## src/rtl/trace_pkg.sv

```systemverilog
// Shared definitions for the retirement trace monitor.
// Holds the event-kind codes, the monitor state encoding and the packed trace record
// that is carried through the FIFO. Record field widths are fixed here; the top checks
// at elaboration that its width parameters agree with them.
package trace_pkg;

    localparam int unsigned TRACE_DATA_W = 16;
    localparam int unsigned TRACE_PC_W   = 16;
    localparam int unsigned TRACE_REG_W  = 4;
    localparam int unsigned TRACE_CNT_W  = 32;

    localparam logic [1:0] KIND_NOP  = 2'd0;
    localparam logic [1:0] KIND_REG  = 2'd1;
    localparam logic [1:0] KIND_MEM  = 2'd2;
    localparam logic [1:0] KIND_HALT = 2'd3;

    typedef enum logic [1:0] {
        RUN   = 2'd0,
        DRAIN = 2'd1,
        DONE  = 2'd2,
        TOUT  = 2'd3
    } state_t;

    typedef struct packed {
        logic [TRACE_CNT_W-1:0]  inum;
        logic [1:0]              kind;
        logic                    load;
        logic [TRACE_PC_W-1:0]   pc;
        logic [TRACE_REG_W-1:0]  regId;
        logic [TRACE_DATA_W-1:0] data;
        logic [TRACE_DATA_W-1:0] addr;
    } trace_rec_t;

    localparam int unsigned TRACE_REC_W = $bits(trace_rec_t);

endpackage

```

## src/rtl/retire_trace_buffer_if.sv

```systemverilog
// Event-in / record-out bundle of the retirement trace monitor.
// master: pipeline tap and trace consumer side (drives ev_*, out_ready).
// slave : the monitor (drives out_valid and the out_* record fields).
interface retire_trace_buffer_if import trace_pkg::*; #(
    parameter int unsigned DATA_W = TRACE_DATA_W,
    parameter int unsigned PC_W   = TRACE_PC_W,
    parameter int unsigned REG_W  = TRACE_REG_W,
    parameter int unsigned CNT_W  = TRACE_CNT_W
);
    logic              ev_valid;
    logic [1:0]        ev_kind;
    logic              ev_load;
    logic [PC_W-1:0]   ev_pc;
    logic [REG_W-1:0]  ev_reg;
    logic [DATA_W-1:0] ev_data;
    logic [DATA_W-1:0] ev_addr;

    logic              out_valid;
    logic              out_ready;
    logic [CNT_W-1:0]  out_inum;
    logic [1:0]        out_kind;
    logic              out_load;
    logic [PC_W-1:0]   out_pc;
    logic [REG_W-1:0]  out_reg;
    logic [DATA_W-1:0] out_data;
    logic [DATA_W-1:0] out_addr;

    modport master (
        output ev_valid, ev_kind, ev_load, ev_pc, ev_reg, ev_data, ev_addr, out_ready,
        input  out_valid, out_inum, out_kind, out_load, out_pc, out_reg, out_data, out_addr
    );

    modport slave (
        input  ev_valid, ev_kind, ev_load, ev_pc, ev_reg, ev_data, ev_addr, out_ready,
        output out_valid, out_inum, out_kind, out_load, out_pc, out_reg, out_data, out_addr
    );

endinterface

```

## src/rtl/sync_fifo.sv

```systemverilog
// Synchronous FIFO with a registered head output.
// Ports: clk, rst_n (sync, active low); wrEn/wrData write request, wrAccept says the
// write is taken this cycle; rdValid/rdData registered head, rdReady pops it;
// level = entries held, including the one shown on rdData.
// A write while full is accepted when the head is popped in the same cycle.
module sync_fifo #(
    parameter int unsigned WIDTH = 8,
    parameter int unsigned DEPTH = 16,
    localparam int unsigned AW = $clog2(DEPTH),
    localparam int unsigned LW = AW + 1
) (
    input  logic             clk,
    input  logic             rst_n,
    input  logic             wrEn,
    input  logic [WIDTH-1:0] wrData,
    output logic             wrAccept,
    input  logic             rdReady,
    output logic             rdValid,
    output logic [WIDTH-1:0] rdData,
    output logic [LW-1:0]    level
);
    logic [WIDTH-1:0] mem [DEPTH];
    logic [AW-1:0]    wrPtrQ, rdPtrQ, rdPtrD;
    logic [LW-1:0]    levelQ, levelD, levelKept;
    logic             rdValidQ, rdValidD;
    logic [WIDTH-1:0] rdDataQ, rdDataD;
    logic             pop, push;

    always_comb begin
        pop       = rdValidQ & rdReady;
        wrAccept  = (levelQ != LW'(DEPTH)) | pop;
        push      = wrEn & wrAccept;
        rdPtrD    = rdPtrQ + AW'(pop);
        levelKept = levelQ - LW'(pop);
        levelD    = levelKept + LW'(push);
        // Only entries already stored before this edge can become the new head, so a
        // record appears one cycle after it was written.
        rdValidD  = (levelKept != '0);
        rdDataD   = rdValidD ? mem[rdPtrD] : rdDataQ;
    end

    always_ff @(posedge clk) begin
        if (push) begin
            mem[wrPtrQ] <= wrData;
        end
    end

    always_ff @(posedge clk) begin
        if (!rst_n) begin
            wrPtrQ   <= '0;
            rdPtrQ   <= '0;
            levelQ   <= '0;
            rdValidQ <= 1'b0;
            rdDataQ  <= '0;
        end else begin
            wrPtrQ   <= wrPtrQ + AW'(push);
            rdPtrQ   <= rdPtrD;
            levelQ   <= levelD;
            rdValidQ <= rdValidD;
            rdDataQ  <= rdDataD;
        end
    end

    assign rdValid = rdValidQ;
    assign rdData  = rdDataQ;
    assign level   = levelQ;

endmodule

```

## src/rtl/retire_trace_buffer.sv

```systemverilog
// Retirement trace monitor for the writeback/memory stage.
// Ports: clk, rst_n (sync, active low), en (monitor enable); bus carries retire events
// in and trace records out (valid/ready); level = FIFO occupancy; cycle_count,
// inst_count, drop_count counters; overflow (sticky drop), halted (halt seen and
// drained), timeout (sticky watchdog).
module retire_trace_buffer import trace_pkg::*; #(
    parameter int unsigned DATA_W  = TRACE_DATA_W,
    parameter int unsigned PC_W    = TRACE_PC_W,
    parameter int unsigned REG_W   = TRACE_REG_W,
    parameter int unsigned DEPTH   = 16,
    parameter int unsigned CNT_W   = TRACE_CNT_W,
    parameter int unsigned TIMEOUT = 100000,
    localparam int unsigned LVL_W  = $clog2(DEPTH) + 1
) (
    input  logic                  clk,
    input  logic                  rst_n,
    input  logic                  en,
    retire_trace_buffer_if.slave  bus,
    output logic [LVL_W-1:0]      level,
    output logic [CNT_W-1:0]      cycle_count,
    output logic [CNT_W-1:0]      inst_count,
    output logic [CNT_W-1:0]      drop_count,
    output logic                  overflow,
    output logic                  halted,
    output logic                  timeout
);
    // The record layout is fixed by the package widths.
    if (DATA_W != TRACE_DATA_W || PC_W != TRACE_PC_W || REG_W != TRACE_REG_W ||
        CNT_W != TRACE_CNT_W) begin : gWidthCheck
        $error("retire_trace_buffer: width parameters must match trace_pkg");
    end

    localparam logic [CNT_W-1:0] TOUT_AT = CNT_W'(TIMEOUT - 1);

    state_t                   stateQ, stateD;
    logic [CNT_W-1:0]         cycleQ, instQ, dropQ;
    logic                     overflowQ;
    logic                     counting, seen, atLimit, accept;
    trace_rec_t               rec, head;
    logic [TRACE_REC_W-1:0]   headBits;

    always_comb begin
        counting = en & ((stateQ == RUN) | (stateQ == DRAIN));
        seen     = bus.ev_valid & en & (stateQ == RUN);
        atLimit  = counting & (cycleQ == TOUT_AT);
        rec      = '{inum:  instQ,
                     kind:  bus.ev_kind,
                     load:  bus.ev_load,
                     pc:    bus.ev_pc,
                     regId: bus.ev_reg,
                     data:  bus.ev_data,
                     addr:  bus.ev_addr};

        stateD = stateQ;
        case (stateQ)
            RUN: begin
                // Watchdog wins over a halt in the same cycle; a dropped halt still halts.
                if (atLimit) begin
                    stateD = TOUT;
                end else if (seen && bus.ev_kind == KIND_HALT) begin
                    stateD = DRAIN;
                end
            end
            DRAIN: begin
                if (atLimit) begin
                    stateD = TOUT;
                end else if (level == '0) begin
                    stateD = DONE;
                end
            end
            default: ;  // DONE and TOUT hold until reset
        endcase
    end

    always_ff @(posedge clk) begin
        if (!rst_n) begin
            stateQ    <= RUN;
            cycleQ    <= '0;
            instQ     <= '0;
            dropQ     <= '0;
            overflowQ <= 1'b0;
        end else begin
            stateQ <= stateD;
            if (counting && cycleQ != '1) begin
                cycleQ <= cycleQ + CNT_W'(1);
            end
            if (seen) begin
                instQ <= instQ + CNT_W'(1);
            end
            if (seen && !accept) begin
                dropQ     <= dropQ + CNT_W'(1);
                overflowQ <= 1'b1;
            end
        end
    end

    sync_fifo #(
        .WIDTH (TRACE_REC_W),
        .DEPTH (DEPTH)
    ) uFifo (
        .clk      (clk),
        .rst_n    (rst_n),
        .wrEn     (seen),
        .wrData   (rec),
        .wrAccept (accept),
        .rdReady  (bus.out_ready),
        .rdValid  (bus.out_valid),
        .rdData   (headBits),
        .level    (level)
    );

    assign head         = trace_rec_t'(headBits);
    assign bus.out_inum = head.inum;
    assign bus.out_kind = head.kind;
    assign bus.out_load = head.load;
    assign bus.out_pc   = head.pc;
    assign bus.out_reg  = head.regId;
    assign bus.out_data = head.data;
    assign bus.out_addr = head.addr;

    assign cycle_count = cycleQ;
    assign inst_count  = instQ;
    assign drop_count  = dropQ;
    assign overflow    = overflowQ;
    assign halted      = (stateQ == DONE);
    assign timeout     = (stateQ == TOUT);

endmodule

```

## src/flat_wrapper.sv

```systemverilog
// flat-port wrapper written by rule: the top's interface ports become plain ports
module retire_trace_buffer_flat import trace_pkg::*;
#(
    parameter int unsigned DATA_W  = TRACE_DATA_W,
    parameter int unsigned PC_W    = TRACE_PC_W,
    parameter int unsigned REG_W   = TRACE_REG_W,
    parameter int unsigned DEPTH   = 16,
    parameter int unsigned CNT_W   = TRACE_CNT_W,
    parameter int unsigned TIMEOUT = 100000,
    localparam int unsigned LVL_W  = $clog2(DEPTH) + 1
)
  (clk, rst_n, en, level, cycle_count, inst_count, drop_count, overflow, halted, timeout, bus_ev_valid, bus_ev_kind, bus_ev_load, bus_ev_pc, bus_ev_reg, bus_ev_data, bus_ev_addr, bus_out_ready, bus_out_valid, bus_out_inum, bus_out_kind, bus_out_load, bus_out_pc, bus_out_reg, bus_out_data, bus_out_addr);
  retire_trace_buffer_if #(.DATA_W(DATA_W), .PC_W(PC_W), .REG_W(REG_W), .CNT_W(CNT_W)) bus_i ();
  input  logic clk;
  input  logic rst_n;
  input  logic en;
  output logic [LVL_W-1:0] level;
  output logic [CNT_W-1:0] cycle_count;
  output logic [CNT_W-1:0] inst_count;
  output logic [CNT_W-1:0] drop_count;
  output logic overflow;
  output logic halted;
  output logic timeout;
  input wire logic [$bits(bus_i.ev_valid)-1:0] bus_ev_valid;
  input wire logic [$bits(bus_i.ev_kind)-1:0] bus_ev_kind;
  input wire logic [$bits(bus_i.ev_load)-1:0] bus_ev_load;
  input wire logic [$bits(bus_i.ev_pc)-1:0] bus_ev_pc;
  input wire logic [$bits(bus_i.ev_reg)-1:0] bus_ev_reg;
  input wire logic [$bits(bus_i.ev_data)-1:0] bus_ev_data;
  input wire logic [$bits(bus_i.ev_addr)-1:0] bus_ev_addr;
  input wire logic [$bits(bus_i.out_ready)-1:0] bus_out_ready;
  output wire logic [$bits(bus_i.out_valid)-1:0] bus_out_valid;
  output wire logic [$bits(bus_i.out_inum)-1:0] bus_out_inum;
  output wire logic [$bits(bus_i.out_kind)-1:0] bus_out_kind;
  output wire logic [$bits(bus_i.out_load)-1:0] bus_out_load;
  output wire logic [$bits(bus_i.out_pc)-1:0] bus_out_pc;
  output wire logic [$bits(bus_i.out_reg)-1:0] bus_out_reg;
  output wire logic [$bits(bus_i.out_data)-1:0] bus_out_data;
  output wire logic [$bits(bus_i.out_addr)-1:0] bus_out_addr;
  assign bus_i.ev_valid = bus_ev_valid;
  assign bus_i.ev_kind = bus_ev_kind;
  assign bus_i.ev_load = bus_ev_load;
  assign bus_i.ev_pc = bus_ev_pc;
  assign bus_i.ev_reg = bus_ev_reg;
  assign bus_i.ev_data = bus_ev_data;
  assign bus_i.ev_addr = bus_ev_addr;
  assign bus_i.out_ready = bus_out_ready;
  assign bus_out_valid = bus_i.out_valid;
  assign bus_out_inum = bus_i.out_inum;
  assign bus_out_kind = bus_i.out_kind;
  assign bus_out_load = bus_i.out_load;
  assign bus_out_pc = bus_i.out_pc;
  assign bus_out_reg = bus_i.out_reg;
  assign bus_out_data = bus_i.out_data;
  assign bus_out_addr = bus_i.out_addr;
  retire_trace_buffer #(.DATA_W(DATA_W), .PC_W(PC_W), .REG_W(REG_W), .DEPTH(DEPTH), .CNT_W(CNT_W), .TIMEOUT(TIMEOUT)) u_core (.clk(clk), .rst_n(rst_n), .en(en), .bus(bus_i), .level(level), .cycle_count(cycle_count), .inst_count(inst_count), .drop_count(drop_count), .overflow(overflow), .halted(halted), .timeout(timeout));
endmodule
```

## config.mk

```make
export PLATFORM = sky130hd
export DESIGN_NAME = retire_trace_buffer_flat
export DESIGN_NICKNAME = d
export VERILOG_FILES = /design/src/rtl/trace_pkg.sv /design/src/rtl/retire_trace_buffer_if.sv /design/src/rtl/sync_fifo.sv /design/src/rtl/retire_trace_buffer.sv /design/src/flat_wrapper.sv
export SDC_FILE = /design/constraint.sdc
export NUM_CORES = 2
export LEC_CHECK = 0
export CELL_PAD_IN_SITES_DETAIL_PLACEMENT = 1
export CELL_PAD_IN_SITES_GLOBAL_PLACEMENT = 1
export CORE_MARGIN = 8
export CORE_UTILIZATION = 55
export DETAILED_ROUTE_END_ITERATION = 6
export PLACE_DENSITY_LB_ADDON = 0.1
export SYNTH_ARGS = -nofsm -noshare
export SYNTH_HDL_FRONTEND = slang
export SYNTH_HIERARCHICAL = 1
export SYNTH_SLANG_ARGS = --single-unit
```

## constraint.sdc

```tcl
create_clock -name clk -period 18.77 [get_ports clk]
set_input_delay 3.754 -clock clk [delete_from_list [all_inputs] [get_ports clk]]
set_output_delay 3.754 -clock clk [all_outputs]
set_load 0.005 [all_outputs]
```

==> results.ini <==
[global_routing]
grt_use_total_pct = 25.78
grt_pass1_wl_mm = 233.1
grt_antenna_before_repair = 4
grt_max_degree = 159
overflow = 0
grt_pass1_vias = 34740

[detailed_routing]
vias_per_cell = 6.423
antenna_left = 0
drt_iter0_markers = 3014
vias = 32140
route.detailed.drc = 0
drt-total-wl_mm = 159.3
wl_per_cell_um = 31.83
firstDrtPassIters = 5

[pwr]
vdd_drop_max_mv = 0.1419
p_leak_uw = 0.02206
power-per-cell-area_nw_per_um2 = 125.3

[floorplanning]
die_height_um = 350.7
rows = 122
core_um2 = 110800
dieWidth_um = 350.7
io_pins = 252
start_util_pct = 55.59
design.die.area_um2 = 123000

[sta]
tightestPinTransition_ns = 1.191
skew_ns = 0.01537
setup_viol = 0
layout_min_cycle_time_ns = 8.325
fmax_ghz = 0.1201
finalMaxSlewViolations = 0
rsz0062_at_grt = no
relSlewSlack_pct = 20.61
finalSetupTns_ns = 0
timing.final.hold_violations = 0
period_share_pct = 44.35

[yosys]
yosys.area.top_type = edfxtp_1
async_flop_share_pct = 0
synth.distinct_cells = 57
synthTopCellsByArea = edfxtp_1 68%, mux4_2 13%, dfxtp_1 6.5%
synth_flop_cell = edfxtp_1
synth.top_cell.area_share_pct = 67.86
ys_ff_latch = 1592
synth_edf_count = 1392
avgSynthCellArea_um2 = 19.95
synth_fp_nets = 3158
synth_cells = 3087
netlist_area_um2 = 61600
yosysWarnings = 6
ys_seq_area_share_pct = 74.36

[place]
dp.cells = 4709
gp_congestion = 0.7987
hpwl_mm = 82.85
portBuffers = 251

[clock_network]
ctsHoldBuffers = 0
cts-buffers-inserted = 159
cts_tree = yes
clkTransAtPathRegs_ns = 0.06
cts_resized = 0
post_cts_buffers = 0
clock_path_buffers = 3
cts_root_buf = clkbuf_16
htree_levels = 4
clock_latency_ns = 0.76
cts_sinks = 1592

[final_layout]
nNetsFinal = 3453
stdcell_count = 5004
most-common-layout-cells = 1,392 x edfxtp_1, 348 x mux4_2, 250 x clkdlybuf4s50_1
drive_above_1_share_pct = 22.94
syn_to_final_growth_pct = 15.32
final_common_cell = edfxtp_1

[critical_path]
cp.arrival_ns = 8.89
path_max_fanout = 45
cp.required_ns = 19.34
startpoint_type = input port
critPathCaptureType = flip-flop
path_class = in2reg

[run_status]
outcome = complete, no violations

[flow_run]
maxCapViolCount = 0

[worst_hold_path]
hold_class = reg2reg

[where the power goes]
part / internal (uW) / switching, uW
clock: 1830 / 1330
combinational: 801 / 931
sequential: 3930 / 77.2
total: 6570 / 2340
[final cells by class]
class | count | area [um^2]
Clock buffer | 214 | 4398
Sequential cell | 1592 | 45800
Timing Repair Buffer | 316 | 3048
Fill cell | 9129 | 39780
Inverter | 110 | 412.9
Antenna cell | 3 | 7.507
Multi-Input combinational cell | 1203 | 14700
Clock inverter | 78 | 807.0
Tap cell | 1488 | 1862
[routing by layer]
metal / vias to the layer above / part of all wire (%) / GRT usage [%]
met5: - / 0 / 0
met4: 0 / 2.0 / 6.830
met3: 234 / 7.8 / 5.630
met2: 1235 / 50 / 43.09
met1: 17320 / 40 / 34.68
li1: 13350 / - / -
[sequential cells by signal, summed over array words and instances (netlist names)]
signal and cells:
u_core/inst_count 32, u_core/drop_count 32, u_core/uFifo/level 5, u_core/stateQ 2, u_core/uFifo/wrPtrQ 4, u_core/overflow 1
u_core/uFifo/mem 1392, u_core/uFifo/rdPtrQ 4, u_core/uFifo/rdData 87, u_core/cycle_count 32, u_core/uFifo/rdValid 1
[stage by stage]
step | cell area [um^2] | hold WS [ns] | worst slack (ns) | utilization, % | total power, uW
after floorplan | 61600 | 0.4650 | 7.136 | - | 5256
after global placement | 65830 | 0.4867 | 9.590 | 59.40 | 5771
after detailed placement | 65830 | 0.4951 | 9.532 | 59.40 | 5818
after CTS | 71030 | 0.5108 | 10.30 | 64.09 | 8968
after global routing | 71030 | 0.5220 | 9.866 | 64.10 | 9188
final | 71040 | 0.5085 | 10.44 | 64.10 | 8904
[path summary, 6_finish.rpt]
path / startpoint / endpoint / slack, ns / depth (start not counted)
worst max-delay path: bus_out_ready / u_core/uFifo/rdData[16] / 10.44 / 11
worst min register to register: u_core/drop_count[31] / u_core/drop_count[31] / 0.51 / 2
worst max register to register: u_core/uFifo/rdValid / u_core/uFifo/rdData[16] / 13.52 / 10
worst min-delay path: u_core/drop_count[31] / u_core/drop_count[31] / 0.51 / 2
[critical path, stage by stage]
cell	delay (ns)
clkdlybuf4s50_1	0.42
nand2_1	0.11
inv_1	0.09
ha_4	0.87
buf_4	0.86
buf_4	0.85
buf_4	0.71
mux4_2	0.60
mux2_2	0.27
o2111ai_1	0.09
o221ai_1	0.17
[cell families (layout without fill, tap and decap cells)]
logic type      after synthesis  after routing  synth area share, %
mux                         529            529                15.84
xor+xnor                     56             56               0.7962
buf+inv                     292            718                2.145
compound gates              263            263                3.650
other cells                   0              3                    0
fa+ha+maj                    11             11               0.2234
simple gates                344            344                2.988
flops                      1592           1592                74.36
[synthesized netlist by cell type, drive strengths merged, types with 3 or more instances]
master,number
edfxtp,1392
mux4,348
dfxtp,200
inv,110
clkbuf,96
mux2i,94
mux2,87
o2111ai,87
o221ai,87
buf,86
nor2,82
nand2,54
nand3,44
xor2,39
a21oi,33
nand4,30
or3,24
nor4,22
o21ai,22
nor3,17
xnor2,17
and2,13
or4,13
ha,11
nand2b,11
o31ai,10
and3,9
and4,8
o21bai,6
nand3b,4
o211ai,4
or2,4
a31oi,3
Note: power is estimated with default switching activity, not from simulation.
